[src/rtl/bnn_pkg.sv]
`default_nettype none
// ============================================================================
//  Module      : bnn_pkg
//  Description : Shared types and constants for the BNN MAC sequencer slice:
//                window geometry, row/window/popcount types and the
//                sequencer state encoding.
//  Revision    : 1.0 - initial release
// ============================================================================
package bnn_pkg;

    // Window rows and row width (one binary row per weight/image beat)
    localparam int BNN_N = 7;
    // Width of the signed accumulated popcount returned by the engine
    localparam int POP_W = 7;

    typedef logic [BNN_N-1:0]             row_t;
    typedef logic [BNN_N-1:0][BNN_N-1:0]  window_t;
    typedef logic signed [POP_W-1:0]      popcnt_t;
    typedef logic [2:0]                   row_cnt_t;

    typedef enum logic [2:0] {
        ST_IDLE     = 3'd0,
        ST_CLEAR    = 3'd1,
        ST_LOAD_W   = 3'd2,
        ST_LOAD_IMG = 3'd3,
        ST_ACCUM    = 3'd4,
        ST_CAPTURE  = 3'd5,
        ST_OUT      = 3'd6
    } state_e;

    // Binarize a signed popcount against a signed threshold.
    function automatic logic thresh_bit(input popcnt_t pop, input int thresh);
        return (int'(pop) >= thresh);
    endfunction

endpackage : bnn_pkg
`default_nettype wire

[src/rtl/bnn_row_buffer.sv]
`default_nettype none
// ============================================================================
//  Module      : bnn_row_buffer
//  Description : 7x7 image window register. One row is written per accepted
//                beat at an arbitrary row index; the whole window is cleared
//                synchronously and otherwise holds its contents.
//  Ports       : clk, rst     - clock, synchronous active-high reset
//                clr          - synchronous clear of the whole window
//                wr_en        - write wr_row into row wr_idx
//                wr_idx       - destination row index (0..6)
//                wr_row       - row data
//                window       - registered 7x7 window
//  Revision    : 1.0 - initial release
// ============================================================================
module bnn_row_buffer
    import bnn_pkg::*;
(
    input  logic     clk,
    input  logic     rst,
    input  logic     clr,
    input  logic     wr_en,
    input  row_cnt_t wr_idx,
    input  row_t     wr_row,
    output window_t  window
);

    window_t r_win;

    always_ff @(posedge clk) begin
        if (rst || clr) begin
            r_win <= '0;
        end else if (wr_en) begin
            r_win[wr_idx] <= wr_row;
        end
    end

    assign window = r_win;

endmodule : bnn_row_buffer
`default_nettype wire

[src/rtl/bnn_mac_sequencer.sv]
`default_nettype none
// ============================================================================
//  Module      : bnn_mac_sequencer
//  Description : Sequences one 7x7 binary window through an external
//                XNOR-popcount engine: clear engine, stream 7 weight rows,
//                stream 7 image rows into the window register, strobe 7
//                accumulate steps, capture and binarize the popcount, then
//                hold the result until accepted.
//  Ports       : clk, rst                 - clock, sync active-high reset
//                en                       - allow a new window from IDLE
//                w_valid/w_ready/w_data   - weight-row stream
//                img_valid/img_ready/img_row - image-row stream
//                eng_rst, eng_w_en, eng_w_input, eng_c_rst, eng_img
//                                         - engine control / data
//                eng_popcnt               - engine accumulated popcount
//                res_valid/res_ready      - result handshake
//                res_sum, res_bit, res_idx - captured result and window index
//  Revision    : 1.0 - initial release
// ============================================================================
module bnn_mac_sequencer
    import bnn_pkg::*;
#(
    parameter int THRESH = 21,
    parameter int N      = 7
)
(
    input  logic        clk,
    input  logic        rst,
    input  logic        en,
    input  logic        w_valid,
    output logic        w_ready,
    input  row_t        w_data,
    input  logic        img_valid,
    output logic        img_ready,
    input  row_t        img_row,
    output logic        eng_rst,
    output logic        eng_w_en,
    output row_t        eng_w_input,
    output logic        eng_c_rst,
    output window_t     eng_img,
    input  popcnt_t     eng_popcnt,
    output logic        res_valid,
    input  logic        res_ready,
    output popcnt_t     res_sum,
    output logic        res_bit,
    output logic [15:0] res_idx
);

    localparam row_cnt_t LAST_ROW = row_cnt_t'(N - 1);

    state_e      r_state;
    state_e      w_state_nxt;
    row_cnt_t    r_row_cnt;
    logic        r_rst_q;
    popcnt_t     r_res_sum;
    logic        r_res_bit;
    logic [15:0] r_res_idx;

    logic        w_clear;
    logic        w_advance;
    logic        w_last;
    logic        w_img_fire;
    logic        w_res_fire;
    logic        w_capture;
    row_cnt_t    w_img_idx;

    assign w_last = (r_row_cnt == LAST_ROW);

    // ------------------------------------------------------------------
    // State register
    // ------------------------------------------------------------------
    always_ff @(posedge clk) begin
        if (rst) begin
            r_state <= ST_IDLE;
        end else begin
            r_state <= w_state_nxt;
        end
    end

    // ------------------------------------------------------------------
    // Next state and per-state outputs
    // ------------------------------------------------------------------
    always_comb begin
        w_state_nxt = r_state;
        w_ready     = 1'b0;
        img_ready   = 1'b0;
        eng_w_en    = 1'b0;
        eng_c_rst   = 1'b0;
        res_valid   = 1'b0;
        w_clear     = 1'b0;
        w_advance   = 1'b0;
        w_img_fire  = 1'b0;
        w_res_fire  = 1'b0;
        w_capture   = 1'b0;

        case (r_state)
            ST_IDLE: begin
                if (en) begin
                    w_state_nxt = ST_CLEAR;
                end
            end
            ST_CLEAR: begin
                w_clear     = 1'b1;
                w_state_nxt = ST_LOAD_W;
            end
            ST_LOAD_W: begin
                w_ready = 1'b1;
                if (w_valid) begin
                    eng_w_en  = 1'b1;
                    w_advance = 1'b1;
                    if (w_last) begin
                        w_state_nxt = ST_LOAD_IMG;
                    end
                end
            end
            ST_LOAD_IMG: begin
                img_ready = 1'b1;
                if (img_valid) begin
                    w_img_fire = 1'b1;
                    w_advance  = 1'b1;
                    if (w_last) begin
                        w_state_nxt = ST_ACCUM;
                    end
                end
            end
            ST_ACCUM: begin
                eng_c_rst = 1'b1;
                w_advance = 1'b1;
                if (w_last) begin
                    w_state_nxt = ST_CAPTURE;
                end
            end
            ST_CAPTURE: begin
                w_capture   = 1'b1;
                w_state_nxt = ST_OUT;
            end
            ST_OUT: begin
                res_valid = 1'b1;
                if (res_ready) begin
                    w_res_fire  = 1'b1;
                    w_state_nxt = en ? ST_CLEAR : ST_IDLE;
                end
            end
            default: begin
                w_state_nxt = ST_IDLE;
            end
        endcase
    end

    // ------------------------------------------------------------------
    // Shared row/step counter: counts accepted weight rows, accepted image
    // rows and accumulate steps; wraps to 0 on the 7th event of each phase.
    // ------------------------------------------------------------------
    always_ff @(posedge clk) begin
        if (rst || w_clear) begin
            r_row_cnt <= '0;
        end else if (w_advance) begin
            r_row_cnt <= w_last ? row_cnt_t'(0) : r_row_cnt + 3'd1;
        end
    end

    // Engine reset is stretched one cycle past rst so the engine sees it on
    // the edge that puts the sequencer into IDLE even for a 1-cycle pulse.
    always_ff @(posedge clk) begin
        r_rst_q <= rst;
    end

    assign eng_rst     = rst | r_rst_q | w_clear;
    assign eng_w_input = w_data;

    // ------------------------------------------------------------------
    // Image window: row k lands at index 6-k so image row 0 lines up with
    // the first weight row the engine consumes.
    // ------------------------------------------------------------------
    assign w_img_idx = LAST_ROW - r_row_cnt;

    bnn_row_buffer u_row_buffer (
        .clk    (clk),
        .rst    (rst),
        .clr    (w_clear),
        .wr_en  (w_img_fire),
        .wr_idx (w_img_idx),
        .wr_row (img_row),
        .window (eng_img)
    );

    // ------------------------------------------------------------------
    // Result capture and window index
    // ------------------------------------------------------------------
    always_ff @(posedge clk) begin
        if (rst) begin
            r_res_sum <= '0;
            r_res_bit <= 1'b0;
        end else if (w_capture) begin
            r_res_sum <= eng_popcnt;
            r_res_bit <= thresh_bit(eng_popcnt, THRESH);
        end
    end

    always_ff @(posedge clk) begin
        if (rst) begin
            r_res_idx <= '0;
        end else if (w_res_fire) begin
            r_res_idx <= r_res_idx + 16'd1;
        end
    end

    assign res_sum = r_res_sum;
    assign res_bit = r_res_bit;
    assign res_idx = r_res_idx;

endmodule : bnn_mac_sequencer
`default_nettype wire
[config.mk]
export PLATFORM = sky130hd
export DESIGN_NAME = bnn_mac_sequencer
export DESIGN_NICKNAME = d
export VERILOG_FILES = /design/src/rtl/bnn_pkg.sv /design/src/rtl/bnn_row_buffer.sv /design/src/rtl/bnn_mac_sequencer.sv
export SDC_FILE = /design/constraint.sdc
export NUM_CORES = 1
export LEC_CHECK = 0
export CAP_MARGIN = 20
export CELL_PAD_IN_SITES_DETAIL_PLACEMENT = 0
export CELL_PAD_IN_SITES_GLOBAL_PLACEMENT = 1
export CORE_MARGIN = 10
export CORE_UTILIZATION = 42
export CTS_CLUSTER_SIZE = 20
export DETAILED_ROUTE_END_ITERATION = 12
export DONT_BUFFER_PORTS = 1
export GPL_TIMING_DRIVEN = 0
export PLACE_DENSITY = 0.78
export SLEW_MARGIN = 20
export SYNTH_ARGS = -nofsm -noshare
export SYNTH_HDL_FRONTEND = slang
export SYNTH_SLANG_ARGS = --single-unit
export TNS_END_PERCENT = 20
[constraint.sdc]
create_clock -name clk -period 2.5 [get_ports clk]
set_clock_uncertainty 0.05 [all_clocks]
set_input_delay 0.25 -clock clk [delete_from_list [all_inputs] [get_ports clk]]
set_output_delay 0.25 -clock clk [all_outputs]
set_load 0.01 [all_outputs]
* Word-level counts from Yosys, hierarchy flattened
Index checks and enable logic that the tools add are counted.
Storage, ports and cells: register bits after elaboration 80, output and inout port bits 86
Operators by class: $add $sub $neg 3, multiplexer cells 26, equal/unequal tests 14, reduce and logical (&&, ||, !) cells 4, $lt $le $gt $ge 3, bitwise logic cells 2
Operators by type and width (count):
- bitwise mux 49 bit | 1
- two-way mux 3 bit | 8
- demux 7 bit (select 3 bit) | 1
- case mux 3 bit (7 select lines) | 1
- adder 16 x 1 -> 16 bit (second input constant) | 1
- != test 2 bit (second input constant) | 7
- two-way mux 1 bit | 13
- equality test 3 bit (second input constant) | 4
- greater-or-equal comparator 7 x 6 -> 1 bit (second input constant) | 1
- two-way mux 7 bit | 1
- AND reduction 7 bit | 1
- equality test 3 x 2 -> 1 bit (second input constant) | 2
- less-than comparator 3 x 4 -> 1 bit (second input constant) | 1
- adder 3 x 1 -> 3 bit (second input constant) | 1
- equality test 3 x 1 -> 1 bit (second input constant) | 1
- greater-or-equal comparator 3 x 1 -> 1 bit (second input constant) | 1
- logical NOT 3 bit | 1
- case mux 1 bit (3 select lines) | 1
- subtractor 3 bit (first input constant) | 1
- OR 1 bit | 2
- logical AND 1 bit | 1
- logical OR 1 bit | 1

* Depth between registers and ports, before layout
Gate-level depths: netlist (run 1).
depth after elaboration 6, gate-level depth with buffers 9, gate-level depth less buffers 6

* Modules after synthesis
From an unflattened synthesis (run 1), not the netlist that was laid out.
Second synthesis, totals: cells, all modules 369, area total of the unflattened synthesis 3701.0 um^2
By module, submodules not included:
- bnn_row_buffer | cells each 187, instances 1, area each 2158.3 um^2
- bnn_mac_sequencer | cells each 182, instances 1, area each 1542.7 um^2

* Worst setup path before layout (run 1)
OpenSTA, ideal clock, no wires.
kind reg-to-reg, from register r_row_cnt[0], to register u_row_buffer.r_win (netlist bit u_row_buffer.window[21]), buffers on the path 3, required time 2.322 ns, arrival time 2.164 ns, cell stages (with the launch flop) 10, setup time 0.128 ns, setup slack 0.159 ns, cells stage by stage dfxtp_1 -> buf_4 -> inv_1 -> ha_1 -> clkbuf_2 -> inv_1 -> or4_1 -> buf_6 -> mux2i_1 -> nor2_1
On the way: word-level cells in the longest chain between the ends 6, elaborated cells between the ends (all ways) 7
RTL lines:
- from (decl) | RTL line bnn_mac_sequencer.sv:53 | row_cnt_t r_row_cnt;
- from (signal assigned) | RTL line bnn_mac_sequencer.sv:158 | r_row_cnt <= w_last ? row_cnt_t'(0) : r_row_cnt + 3'd1;
- subtractor 3 bit * | RTL line bnn_mac_sequencer.sv:175 | assign w_img_idx = LAST_ROW - r_row_cnt;
- less-than comparator 3 x 4 -> 1 bit (implied by the code) or greater-or-equal comparator 3 x 1 -> 1 bit (tied branches) | RTL line bnn_row_buffer.sv:33 | r_win[wr_idx] <= wr_row;
- logical AND 1 bit (implied by the code) | RTL line bnn_row_buffer.sv:33
- two-way mux 7 bit (implied by the code) | RTL line bnn_row_buffer.sv:33
- demux 7 bit (select 3 bit) *
- bitwise mux 49 bit * | RTL line bnn_row_buffer.sv:33
- to (signal, indexed assignment) | RTL line bnn_row_buffer.sv:33
- to (decl) | RTL line bnn_row_buffer.sv:27 | window_t r_win;
Mark *: on every way between the ends. The rest lies on a longest branch, timed or not. A chain may end at the register's enable or synchronous reset.

* Final worst setup path (run 1)
Ends and elaborated chain as after synthesis.

==> impl_metrics.tcl, run 1 <==
set metrics [dict create \
    switching_share 0.241 \
    outcome "complete, no violations" \
    clk_path_buf_depth 2 \
    combPwrFrac 0.069 \
    reg2reg_depth 9 \
    die_h_um 110 \
    drt-vias-per-instance 5.23 \
    clockPowerShare 0.409 \
    timing.critical_path.from "r_row_cnt[0]$_SDFFE_PP0P_" \
    maxSlewViolCount 0 \
    crit_required_ps 2680 \
    min_period_ps 2330 \
    p_int_mw 1.87 \
    timing.rr.end "u_row_buffer.window[21]$_SDFFE_PP0P_" \
    insertion_delay_ps 350 \
    dpl_cell_area_sq_um 3540 \
    grtUsageMet2 0.238 \
    rr_startpoint "r_row_cnt[0]$_SDFFE_PP0P_" \
    port-buffer-count 0 \
    p_leak_nw 1.50 \
    cpLargestDelayFamily "buffers and inverters" \
    ios 113 \
    coreArea_sq_um 7810 \
    start_util 0.437 \
    seqPwrFrac 0.522 \
    antenna_found_initial 0 \
    busiest_layer "met2" \
    grtUsageTotal 0.146 \
    ff2ff_setup_slack_ps 170 \
    worstHoldPathType "in2reg" \
    cp_data_arrival_time_ps 2510 \
    root_buffer "clkbuf_8" \
    nets 404 \
    num_rows 32 \
    vias 2508 \
    clock_sinks 80 \
    finalHoldViolations 0 \
    ys_types 44 \
    max_cap_violations 0 \
    grt_pass1_vias 2506 \
    crit_chain "buf_6 -> clkinvlp_4 -> ha_1 -> clkbuf_4 -> clkinvlp_4 -> or4_1 -> buf_6 -> mux2i_1 -> nor2_1" \
    dr.pass1.iters 4 \
    fmax_mhz 428 \
    switchingPower_mw 0.593 \
    routed_wl_um 8810 \
    grtUsageMet3 0.0888 \
    slew_headroom 0.491 \
    layout-drive-gt1-share 0.148 \
    critPathLaunchType "flip-flop" \
    drt_iter0_markers 100 \
    cts-buffers-inserted 9 \
    async_flop_share 0 \
    synth_edf_count 0 \
    cp-end-kind "flip-flop" \
    drc 0 \
    synth-seq-cells 80 \
    yosysSeqAreaShare 0.470 \
    diodes 0 \
    ys.flop_type "dfxtp_1" \
    hold_depth 2 \
    fp.dieArea_sq_um 12100 \
    hp-start "img_row[3]" \
    fin_area_sq_um 3960 \
    crit_slowest_cell "or4_1" \
    wire_per_inst_um 18.4 \
    path_buf_inv 5 \
    yosys_warnings 0 \
    ir_drop_uv 346 \
    fillers 747 \
    max_stage_delay_ps 540 \
    grt_start_max_net_pins 15 \
    setup-violations-final 0 \
    syn2layout_area_growth_pct 16.2 \
    met1_usage 0.157 \
    syn_area_per_cell_sq_um 10.0 \
    synth_cells 341 \
    drtAntennaViolNets 0 \
    min_to "u_row_buffer.window[17]$_SDFFE_PP0P_" \
    dp_hpwl_um 6250 \
    post-route-period-util 0.934 \
    gr-total-overflow 0 \
    clk_transition_reported_paths_ps 80 \
    die_x_um 110 \
    utilization 0.508 \
    tightest_slew_ps 758 \
    cts_tree "built" \
    htree_levels 3 \
    path_max_fanout 7 \
    syn_area_sq_um 3410 \
    grt_pass1_wl_um 13800 \
    place_congestion 0.807 \
    power-per-cell-area_nw_per_um2 621 \
    rsz0062_at_grt "no" \
    syn_nets 372 \
    worstSetupPathType "reg2reg" \
]
[cell usage after synthesis, drive strengths merged (2+ instances only)]
cell,n,share of area
nand4,5,0.0092
nor3b,2,0.0044
nor2,67,0.074
or2,3,0.0055
inv,5,0.0055
nor3,2,0.0029
and3,5,0.0095
o31ai,3,0.0066
buf,16,0.035
a21oi,16,0.023
nor4,7,0.039
ha,4,0.015
clkbuf,10,0.011
nand2b,2,0.0037
or4,4,0.0088
nand3,9,0.013
nand4b,2,0.011
nand2,8,0.0088
dfxtp,80,0.47
mux2i,58,0.17
xor2,6,0.015
xnor2,4,0.010
or3,4,0.0077
o21ai,7,0.010
[cell usage in the layout (no fill, tap or decap), types with 2 or more instances in the layout]
| cell type | count |
|---|---|
| or4_1 | 4 |
| inv_1 | 3 |
| mux2i_1 | 58 |
| dlygate4sd3_1 | 15 |
| xnor2_1 | 4 |
| buf_4 | 13 |
| nand4_1 | 5 |
| nand3_1 | 9 |
| a21oi_1 | 16 |
| nor3b_1 | 2 |
| clkinvlp_4 | 3 |
| nor2_1 | 67 |
| clkinv_4 | 2 |
| o21ai_0 | 7 |
| clkbuf_1 | 9 |
| clkbuf_8 | 11 |
| nor3_1 | 2 |
| xor2_1 | 6 |
| buf_6 | 4 |
| ha_1 | 4 |
| o31ai_1 | 3 |
| or3_1 | 3 |
| nand2_1 | 8 |
| or2_2 | 2 |
| nor4_4 | 6 |
| nand2b_1 | 2 |
| dfxtp_1 | 79 |
| buf_2 | 5 |
| and3_1 | 4 |
[state kept, by name, summed over array words and instances, names as in the netlist]
name / flops
u_row_buffer.window: 49
res_bit: 1
r_row_cnt: 3
res_idx: 16
res_sum: 7
r_rst_q: 1
r_state: 3
[what timing repair did]
action / CTS / global route
hold buffers: 15 / 0
hold endpoints to repair: 51 / 0
pin swaps: 2 / 0
setup endpoints to repair: 21 / 39
setup buffers: 3 / 3
gates resized for setup: 1 / 4
[metal layers]
metal | part of all wire | vias to the layer above
met5 | 0 | -
met4 | 0.011 | 0
met3 | 0.14 | 8
met2 | 0.48 | 85
met1 | 0.37 | 1175
li1 | - | 1240
[final cells by class]
cell class	count	area, sq um	share of cell area
tap	102	128	0.0322
inverter	5	26.3	0.00663
buffer	26	164	0.0414
sequential	80	1600	0.404
clock inverter	5	63.8	0.0161
multi-input combinational	230	1630	0.412
timing repair buffer	21	195	0.0492
clock buffer	11	151	0.0382
[worst max-delay path by stage]
| stage | endpoint | slack, ps | cells past startpoint |
|---|---|---|---|
| after floorplan | u_row_buffer.window[21]$_SDFFE_PP0P_ | 160 | 9 |
| after global placement | u_row_buffer.window[17]$_SDFFE_PP0P_ | -10 | 8 |
| after detailed placement | u_row_buffer.window[42]$_SDFFE_PP0P_ | -50 | 8 |
| after CTS | u_row_buffer.window[21]$_SDFFE_PP0P_ | 30 | 9 |
| after global routing | u_row_buffer.window[24]$_SDFFE_PP0P_ | 0.8 | 9 |
| final | u_row_buffer.window[21]$_SDFFE_PP0P_ | 170 | 9 |
[per-stage QoR]
stage | setup TNS (ps) | total power, mW | setup WS, ps | hold WS [ps] | instances
finish | 0 | 2.46 | 166 | 6.70 | 480
global route | 0 | 2.56 | 0.755 | 7.51 | 480
CTS | 0 | 2.48 | 30.1 | 0.546 | 477
detailed placement | -535 | 1.45 | -48.2 | 228 | 443
global placement | -44.3 | 1.44 | -10.0 | 228 | 443
floorplan | 0 | 1.42 | 159 | 228 | 341
[cell families (layout without fill, tap and decap cells)]
logic type	Yosys count	after routing	synth area share
simple gates	124	124	0.207
flops	80	80	0.470
mux	59	59	0.174
compound gates	33	33	0.0576
buf+inv	31	68	0.0517
xor+xnor	10	10	0.0257
fa+ha+maj	4	4	0.0147
[power groups by stage]
| stage | clock network, mW | registers, mW | logic [mW] |
|---|---|---|---|
| 3_5_place_dp | 0 | 1.32 | 0.130 |
| 4_1_cts | 1.04 | 1.29 | 0.162 |
| 5_1_grt | 1.08 | 1.29 | 0.188 |
| 2_1_floorplan | 0 | 1.31 | 0.105 |
| 3_3_place_gp | 0 | 1.32 | 0.129 |
| 6_report | 1.01 | 1.29 | 0.169 |
No activity file was read; power rests on OpenSTA's default activity.
==> run 2: changes to the inputs <==
Settings changed: CORE_ASPECT_RATIO set to 0.75, SKIP_CTS_REPAIR_TIMING set to 1.
==> impl_metrics.tcl, run 2 (same netlist as run 1, synthesis figures left out) <==
set metrics [dict create \
    outcome "finished, violations left" \
    violations "negative hold slack" \
    maxSlewViolCount 0 \
    nets 399 \
    clk_path_buf_depth 2 \
    crit_chain "buf_6 -> inv_1 -> ha_1 -> buf_4 -> clkinvlp_4 -> buf_4 -> nor4_4 -> buf_4 -> mux2i_1 -> nor2_1" \
    finalHoldViolations 8 \
    dr.pass1.iters 5 \
    reg2reg_depth 10 \
    coreArea_sq_um 7880 \
    timing.hold.ws_ps -4.87 \
    grt_pass1_wl_um 13600 \
    ir_drop_uv 276 \
    max_cap_violations 0 \
    cts_tree "built" \
    fillers 752 \
    insertion_delay_ps 340 \
    drt_iter0_markers 153 \
    root_buffer "clkbuf_8" \
    slew_headroom 0.502 \
    cp-end-kind "flip-flop" \
    max_stage_delay_ps 370 \
    gr-total-overflow 0 \
    post-route-period-util 0.953 \
    seqPwrFrac 0.526 \
    power_mw 2.45 \
    htree_levels 3 \
    p_leak_nw 1.48 \
    critPathLaunchType "flip-flop" \
    switchingPower_mw 0.622 \
    vias 2551 \
    combPwrFrac 0.064 \
    tightest_slew_ps 742 \
    drc 0 \
    drt-vias-per-instance 5.34 \
    dp_hpwl_um 6530 \
    clock_sinks 80 \
    cp_data_arrival_time_ps 2560 \
    clockPowerShare 0.410 \
    place_congestion 0.761 \
    start_util 0.433 \
    fmax_mhz 420 \
    crit_slowest_cell "dfxtp_2" \
    clk_transition_reported_paths_ps 90 \
    syn2layout_area_growth_pct 14.7 \
    routed_wl_um 9150 \
    grtUsageMet2 0.202 \
    port-buffer-count 0 \
    diodes 0 \
    hold_depth 2 \
    grtUsageTotal 0.141 \
    die_h_um 98.0 \
    path_buf_inv 6 \
    crit_required_ps 2680 \
    final_common_cell "dfxtp_1" \
    p_int_mw 1.82 \
    grtUsageMet3 0.0690 \
    switching_share 0.254 \
    crit_top_cell "buf_4" \
    min_period_ps 2380 \
    rsz0062_at_grt "no" \
    power-per-cell-area_nw_per_um2 625 \
    drtAntennaViolNets 0 \
    cts-buffers-inserted 9 \
    worstSetupPathType "reg2reg" \
    grt_pass1_vias 2390 \
    wire_per_inst_um 19.1 \
    worstHoldPathType "in2reg" \
    ios 113 \
    largest_reg_flops 49 \
    die_x_um 124 \
    cp.depth 10 \
    met1_usage 0.182 \
    num_rows 28 \
    antenna_found_initial 0 \
    path_max_fanout 7 \
    setup-violations-final 0 \
    layout_common_cells "79 x dfxtp_1, 67 x nor2_1, 58 x mux2i_1, 16 x a21oi_1" \
    busiest_layer "met2" \
    fp.dieArea_sq_um 12200 \
    grt_start_max_net_pins 17 \
    layout-drive-gt1-share 0.142 \
    cpLargestDelayFamily "buffers and inverters" \
]
-- run 2: cell types whose count changed in the layout (fill, tap and decap cells not counted), sizes merged --
cell | previous run | this run
clkinvlp | 3 | 1
dlygate4sd3 | 15 | 12
buf | 22 | 21
inv | 4 | 8
clkbuf | 21 | 18
-- run 2: worst register-to-register path, stage by stage (launching register included) --
cell and delay (ps):
dfxtp_2 370, buf_6 160, inv_1 140, ha_1 310
buf_4 190, clkinvlp_4 110, buf_4 140, nor4_4 260
buf_4 230, mux2i_1 260, nor2_1 60
-- run 2: final timing paths --
path                                           startpoint                                    to  slack, ps
worst min register to register   res_idx[10]$_SDFFE_PP0P_              res_idx[10]$_SDFFE_PP0P_        500
worst max-delay path            r_row_cnt[0]$_SDFFE_PP0P_  u_row_buffer.window[48]$_SDFFE_PP0P_        120
worst max register to register  r_row_cnt[0]$_SDFFE_PP0P_  u_row_buffer.window[48]$_SDFFE_PP0P_        120
worst min-delay path                           img_row[0]  u_row_buffer.window[21]$_SDFFE_PP0P_         -5
-- run 2: area by class of cell --
type / instances / area (sq um) / share of cell area
plain buffers: 26 / 164 / 0.0419
clock buffers: 9 / 124 / 0.0317
clock inverters: 7 / 85.1 / 0.0217
inverters: 5 / 22.5 / 0.00576
multi-input cells: 230 / 1630 / 0.417
flip-flops and latches: 80 / 1600 / 0.410
well taps: 105 / 131 / 0.0336
repair buffers: 16 / 150 / 0.0384
-- run 2: power groups by stage --
| stage | Combinational, mW | Sequential (mW) | Clock [mW] |
|---|---|---|---|
| 2_1_floorplan | 0.105 | 1.31 | 0 |
| 3_3_place_gp | 0.129 | 1.32 | 0 |
| 3_5_place_dp | 0.132 | 1.32 | 0 |
| 4_1_cts | 0.132 | 1.29 | 1.03 |
| 5_1_grt | 0.172 | 1.29 | 1.08 |
| 6_report | 0.157 | 1.29 | 1.00 |
-- run 2: layer usage --
layer	wire length (um)	vias to the layer above
met3	1040	14
met2	3920	89
met4	95	0
li1	-	1240
met5	0	-
met1	4100	1208
-- run 2: through the flow --
stage | cell area (sq um) | utilization | std cells | worst slack, ps | TNS (ps)
2_1_floorplan | 3410 | - | 341 | 159 | 0
3_5_place_dp | 3540 | 0.449 | 446 | -125 | -1590
6_report | 3910 | 0.496 | 478 | 117 | 0
3_3_place_gp | 3540 | 0.449 | 446 | -19.8 | -119
4_1_cts | 3750 | 0.476 | 462 | -149 | -2060
5_1_grt | 3910 | 0.496 | 478 | 3.38 | 0
